`src/rtl/pipe_stage_reg.sv`:
```
// pipe_stage_reg: parametrised inter-stage pipeline register with a
// valid/ready handshake, a synchronous flush and a saturating kill counter.
// Build option: define PIPE_STAGE_SKID_EN to add a skid entry.
// The skid entry makes in_ready a flop output, so there is no combinational
// path from out_ready to in_ready.
// Control bits are held at zero for any invalid entry.
// Payload registers only load real entries and are never cleared by flush.
module pipe_stage_reg #(
    parameter int DATA_W = 32,
    parameter int CTRL_W = 5,
    parameter int CNT_W  = 16
) (
    input  logic              clock,
    input  logic              reset,
    input  logic              flush,
    input  logic              in_valid,
    output logic              in_ready,
    input  logic [CTRL_W-1:0] in_ctrl,
    input  logic [DATA_W-1:0] in_data,
    output logic              out_valid,
    input  logic              out_ready,
    output logic [CTRL_W-1:0] out_ctrl,
    output logic [DATA_W-1:0] out_data,
    output logic [CNT_W-1:0]  kill_count
);
    // Main (output-facing) entry
    logic              r_valid;
    logic [CTRL_W-1:0] r_ctrl;
    logic [DATA_W-1:0] r_data;
    logic [CNT_W-1:0]  r_kill;

    logic              w_in_xfer;
    logic              w_skid_valid;
    logic [CTRL_W-1:0] w_in_ctrl_m;
    logic [1:0]        w_kill_n;
    logic [CNT_W+1:0]  w_kill_sum;

    // A bubble loads zero control so that out_ctrl tracks out_valid.
    assign w_in_ctrl_m = in_valid ? in_ctrl : '0;
    assign w_in_xfer   = in_valid && in_ready;

`ifdef PIPE_STAGE_SKID_EN
    logic              r_skid_valid;
    logic [CTRL_W-1:0] r_skid_ctrl;
    logic [DATA_W-1:0] r_skid_data;

    assign w_skid_valid = r_skid_valid;
    // Ready depends only on the skid flop, never on out_ready.
    assign in_ready     = !r_skid_valid;

    // EMPTY/BUSY/FULL are encoded by {r_skid_valid, r_valid}.
    // Main and skid updates: flush, skid-to-main refill, main load, or skid capture.
    always_ff @(posedge clock or negedge reset) begin
        if (!reset) begin
            r_valid      <= 1'b0;
            r_ctrl       <= '0;
            r_data       <= '0;
            r_skid_valid <= 1'b0;
            r_skid_ctrl  <= '0;
            r_skid_data  <= '0;
        end else if (flush) begin
            r_valid      <= 1'b0;
            r_ctrl       <= '0;
            r_skid_valid <= 1'b0;
            r_skid_ctrl  <= '0;
        end else if (r_skid_valid) begin
            // FULL: main is valid, so out_ready alone means a transfer out.
            if (out_ready) begin
                r_valid      <= 1'b1;
                r_ctrl       <= r_skid_ctrl;
                r_data       <= r_skid_data;
                r_skid_valid <= 1'b0;
                r_skid_ctrl  <= '0;
            end
        end else if (!r_valid || out_ready) begin
            // EMPTY, or BUSY draining: main reloads (possibly with a bubble).
            r_valid <= in_valid;
            r_ctrl  <= w_in_ctrl_m;
            if (in_valid) begin
                r_data <= in_data;
            end
        end else if (in_valid) begin
            // BUSY and stalled: the incoming entry parks in skid.
            r_skid_valid <= 1'b1;
            r_skid_ctrl  <= in_ctrl;
            r_skid_data  <= in_data;
        end
    end
`else
    assign w_skid_valid = 1'b0;
    // Accept whenever the held entry is gone or is leaving this cycle.
    assign in_ready     = !r_valid || out_ready;

    // Main entry update: flush kills it, otherwise it loads whenever ready.
    always_ff @(posedge clock or negedge reset) begin
        if (!reset) begin
            r_valid <= 1'b0;
            r_ctrl  <= '0;
            r_data  <= '0;
        end else if (flush) begin
            r_valid <= 1'b0;
            r_ctrl  <= '0;
        end else if (in_ready) begin
            r_valid <= in_valid;
            r_ctrl  <= w_in_ctrl_m;
            if (in_valid) begin
                r_data <= in_data;
            end
        end
    end
`endif

    // Entries discarded by a flush: held main, held skid, and the one arriving.
    assign w_kill_n   = {1'b0, r_valid} + {1'b0, w_skid_valid} + {1'b0, w_in_xfer};
    assign w_kill_sum = {2'b00, r_kill} + {{CNT_W{1'b0}}, w_kill_n};

    // Saturating kill counter; only reset clears it.
    always_ff @(posedge clock or negedge reset) begin
        if (!reset) begin
            r_kill <= '0;
        end else if (flush) begin
            if (w_kill_sum[CNT_W+1:CNT_W] != 2'b00) begin
                r_kill <= '1;
            end else begin
                r_kill <= w_kill_sum[CNT_W-1:0];
            end
        end
    end

    assign out_valid  = r_valid;
    assign out_ctrl   = r_ctrl;
    assign out_data   = r_data;
    assign kill_count = r_kill;

endmodule

```
`config.mk`:
```
export PLATFORM = sky130hd
export DESIGN_NAME = pipe_stage_reg
export DESIGN_NICKNAME = d
export VERILOG_FILES = /design/src/rtl/pipe_stage_reg.sv
export SDC_FILE = /design/constraint.sdc
export NUM_CORES = 1
export LEC_CHECK = 0
export BUFFER_PORTS_ARGS = -buffer_cell sky130_fd_sc_hd__buf_2
export CORE_ASPECT_RATIO = 0.5
export CORE_MARGIN = 5
export CORE_UTILIZATION = 49
export CTS_BUF_LIST = sky130_fd_sc_hd__clkbuf_2 sky130_fd_sc_hd__clkbuf_4 sky130_fd_sc_hd__clkbuf_8
export DETAILED_ROUTE_END_ITERATION = 6
export PLACE_DENSITY = 0.82
export SKIP_LAST_GASP = 1
export SLEW_MARGIN = 20
export SYNTH_ARGS = -nofsm -noshare
export SYNTH_HDL_FRONTEND = slang
export SYNTH_SLANG_ARGS = --single-unit
```
`constraint.sdc`:
```
create_clock -name clock -period 2.8 [get_ports clock]
set_input_delay 0.56 -clock clock [delete_from_list [all_inputs] [get_ports clock]]
set_output_delay 0.56 -clock clock [all_outputs]
set_load 0.1 [all_outputs]
```
==> results.ini <==
[yosys]
synth_top_cells_by_area=dfrtp_1 60%, mux2_1 13%, mux2_2 3.5%, nand2_1 2.8%, xnor2_1 2.7%
synth.avg_cell_area_sq_um=13.5
yosysUniqueCellTypes=32
synth_nets=210
syn_area_sq_um=2240
synth_top_cell_area_share_pct=60.3
yosysTopAreaCell=dfrtp_1
ys_seq_area_share_pct=60.3
synth-seq-cells=54
synth-main-ff-cell=dfrtp_1
async_reset_ff_share_pct=100
synth_cells=166
synth_edf_count=0
yosysWarnings=0

[sta]
tns_ns=0
fin_skew_ns=0.00661
rsz0062_at_grt=false
fin_ws_ns=0.588
fmax_mhz=452
fin_crit_ns=2.21
holdWs_ns=0.253
slew_violations=0
tightest_slew_ns=0.594
final-setup-viol-count=0
finalHoldViolCount=0
slew_headroom_pct=60.4
min_period_over_period_pct=79.0

[routing]
firstDrtPassIters=4
drc=0
ant_nets=0
vias_per_cell=5.25
wl_per_cell_um=15.2
drtIter0Drc=34
num_vias=1702
wl_mm=4.92

[grt]
grt_remaining_overflow=0
grtUsageTotal_pct=17.3
grt_pass1_wl_mm=8.52
antenna_found_initial=0
grt_max_degree=38
grt_pass1_vias=1783

[min_path]
hold_class=input port to asynchronous set/reset pin

[cts]
path_clk_slew_ns=0.09
root_buffer=clkbuf_8
cts_hold_buf=0
post_cts_buffers=0
numCtsBuffers=5
clock_path_buffers=2
cts_sinks=54
ctsHtreeMaxLevel=2
cts_tree=done
insertion_delay_ns=0.30
cts.repair.resized=0

[critical_path]
r2r-start=out_valid$_DFFE_PN0P_
crit_start=out_valid$_DFFE_PN0P_
rr_worst_depth=9
reg2reg_to=kill_count[7]$_DFFE_PN0P_
worstSetupStartpointType=flop
arrival_ns=2.38
end_kind=flop
cp_max_fo=11
cp.required_ns=2.97
r2r_setup_slack_ns=0.59
worstSetupPathType=flop to flop

[place]
gp_congestion=0.814
dpl_worst_slack_ns=0.292
dp_hpwl_mm=3.81
io_buffers=96

[layout]
layout-drive-gt1-share_pct=43.8
fin_nets=310
diodes=0
synthToLayoutAreaGrowth_pct=29.2
nFillCells=356

[power_and_ir_drop]
power_mw=2.82
ir_drop_mv=0.631
p_leak_nw=1.46
powerDensity_nw_per_um2=974

[flow_run]
max_cap_viol_count=0

[die]
fp.dieH_um=57.8
core_sq_um=4400
io_pins=97
die_w_um=106
dieArea_sq_um=6110
initial_core_util_pct=50.9
fp-row-count=17

[status]
status=finished, final reports clean

-- worst max path at each step --
stage | endpoint | cells after the start
after floorplan | kill_count[0]$_DFFE_PN0P_ | 10
after global placement | kill_count[7]$_DFFE_PN0P_ | 10
after detailed placement | kill_count[7]$_DFFE_PN0P_ | 10
after CTS | kill_count[7]$_DFFE_PN0P_ | 9
after global routing | kill_count[7]$_DFFE_PN0P_ | 9
final | kill_count[7]$_DFFE_PN0P_ | 9
-- through the flow --
step	area (sq um)	util, %	cells
6_report	2900	65.8	324
5_1_grt	2900	65.8	324
4_1_cts	2900	65.8	324
3_5_place_dp	2790	63.4	316
3_3_place_gp	2790	63.4	316
2_1_floorplan	2250	-	166
-- final cells by class --
| cell class | instances | area [sq um] | area share [%] |
|---|---|---|---|
| Inverter | 2 | 7.51 | 0.259 |
| Timing Repair Buffer | 98 | 495 | 17.1 |
| Clock inverter | 1 | 8.76 | 0.303 |
| Sequential cell | 54 | 1350 | 46.7 |
| Tap cell | 57 | 71.3 | 2.46 |
| Clock buffer | 7 | 96.3 | 3.33 |
| Multi-Input combinational cell | 105 | 863 | 29.8 |
-- power breakdown --
group / internal, mW / switching [mW]
registers: 0.905 / 0.109
logic: 0.217 / 1.12
clock network: 0.227 / 0.245
total: 1.35 / 1.47
-- sequential cells by signal (all words and copies together), names as in the netlist --
signal / count
out_data: 32
kill_count: 16
out_ctrl: 5
out_valid: 1
-- cells by family after synthesis --
family | after synthesis | synth area share [%]
flops | 54 | 60.3
simple gates | 48 | 11.9
mux | 35 | 17.5
xor+xnor | 8 | 3.13
fa+ha+maj | 2 | 1.45
buf+inv | 7 | 1.73
compound gates | 12 | 4.02
-- layout by cell type (no fill, tap or decap), drive strengths merged --
cell type / instances
mux2i: 2
clkbuf: 7
nand3b: 1
fa: 1
xor2: 1
nand2b: 1
a21o: 1
ha: 1
dfrtp: 54
o21ai: 1
inv: 2
nand4: 8
and3: 1
xnor2: 7
and4: 3
clkinv: 1
nor3: 3
nor4: 4
nand3: 2
nand2: 17
and2: 2
mux2: 33
a22o: 5
nor2: 5
o21a: 2
buf: 98
o22a: 1
or4: 1
a21oi: 2
-- layer usage --
metal	part of all wire (%)	global-route usage (%)	up-vias	routed length [um]
li1	-	-	794	-
met1	40	19.8	861	1990
met2	54	32.6	41	2660
met3	4.4	3.78	6	217
met4	1.1	6.09	0	55
met5	0	0	-	0
-- worst max-delay path, stage by stage, from the launching register on --
cell      delay, ns
dfrtp_2        0.43
nand2b_4       0.07
nand2_1        0.15
inv_1          0.07
fa_1           0.41
ha_1           0.24
nand4_1        0.19
nor2_1         0.09
nand2_1        0.29
o21ai_0        0.14
-- synthesized netlist by cell type, types with 2 or more instances --
cell / number
a22o_1: 5
nand4_1: 7
mux2_1: 26
nand2_1: 17
dfrtp_1: 54
and2_1: 2
o21a_1: 2
mux2i_1: 2
a21oi_1: 2
nor4_1: 4
xnor2_1: 7
buf_4: 3
nand3_1: 2
nor3_1: 3
and4_1: 3
inv_1: 2
nor2_1: 4
mux2_2: 7
Power figures use the tool's default switching activity.
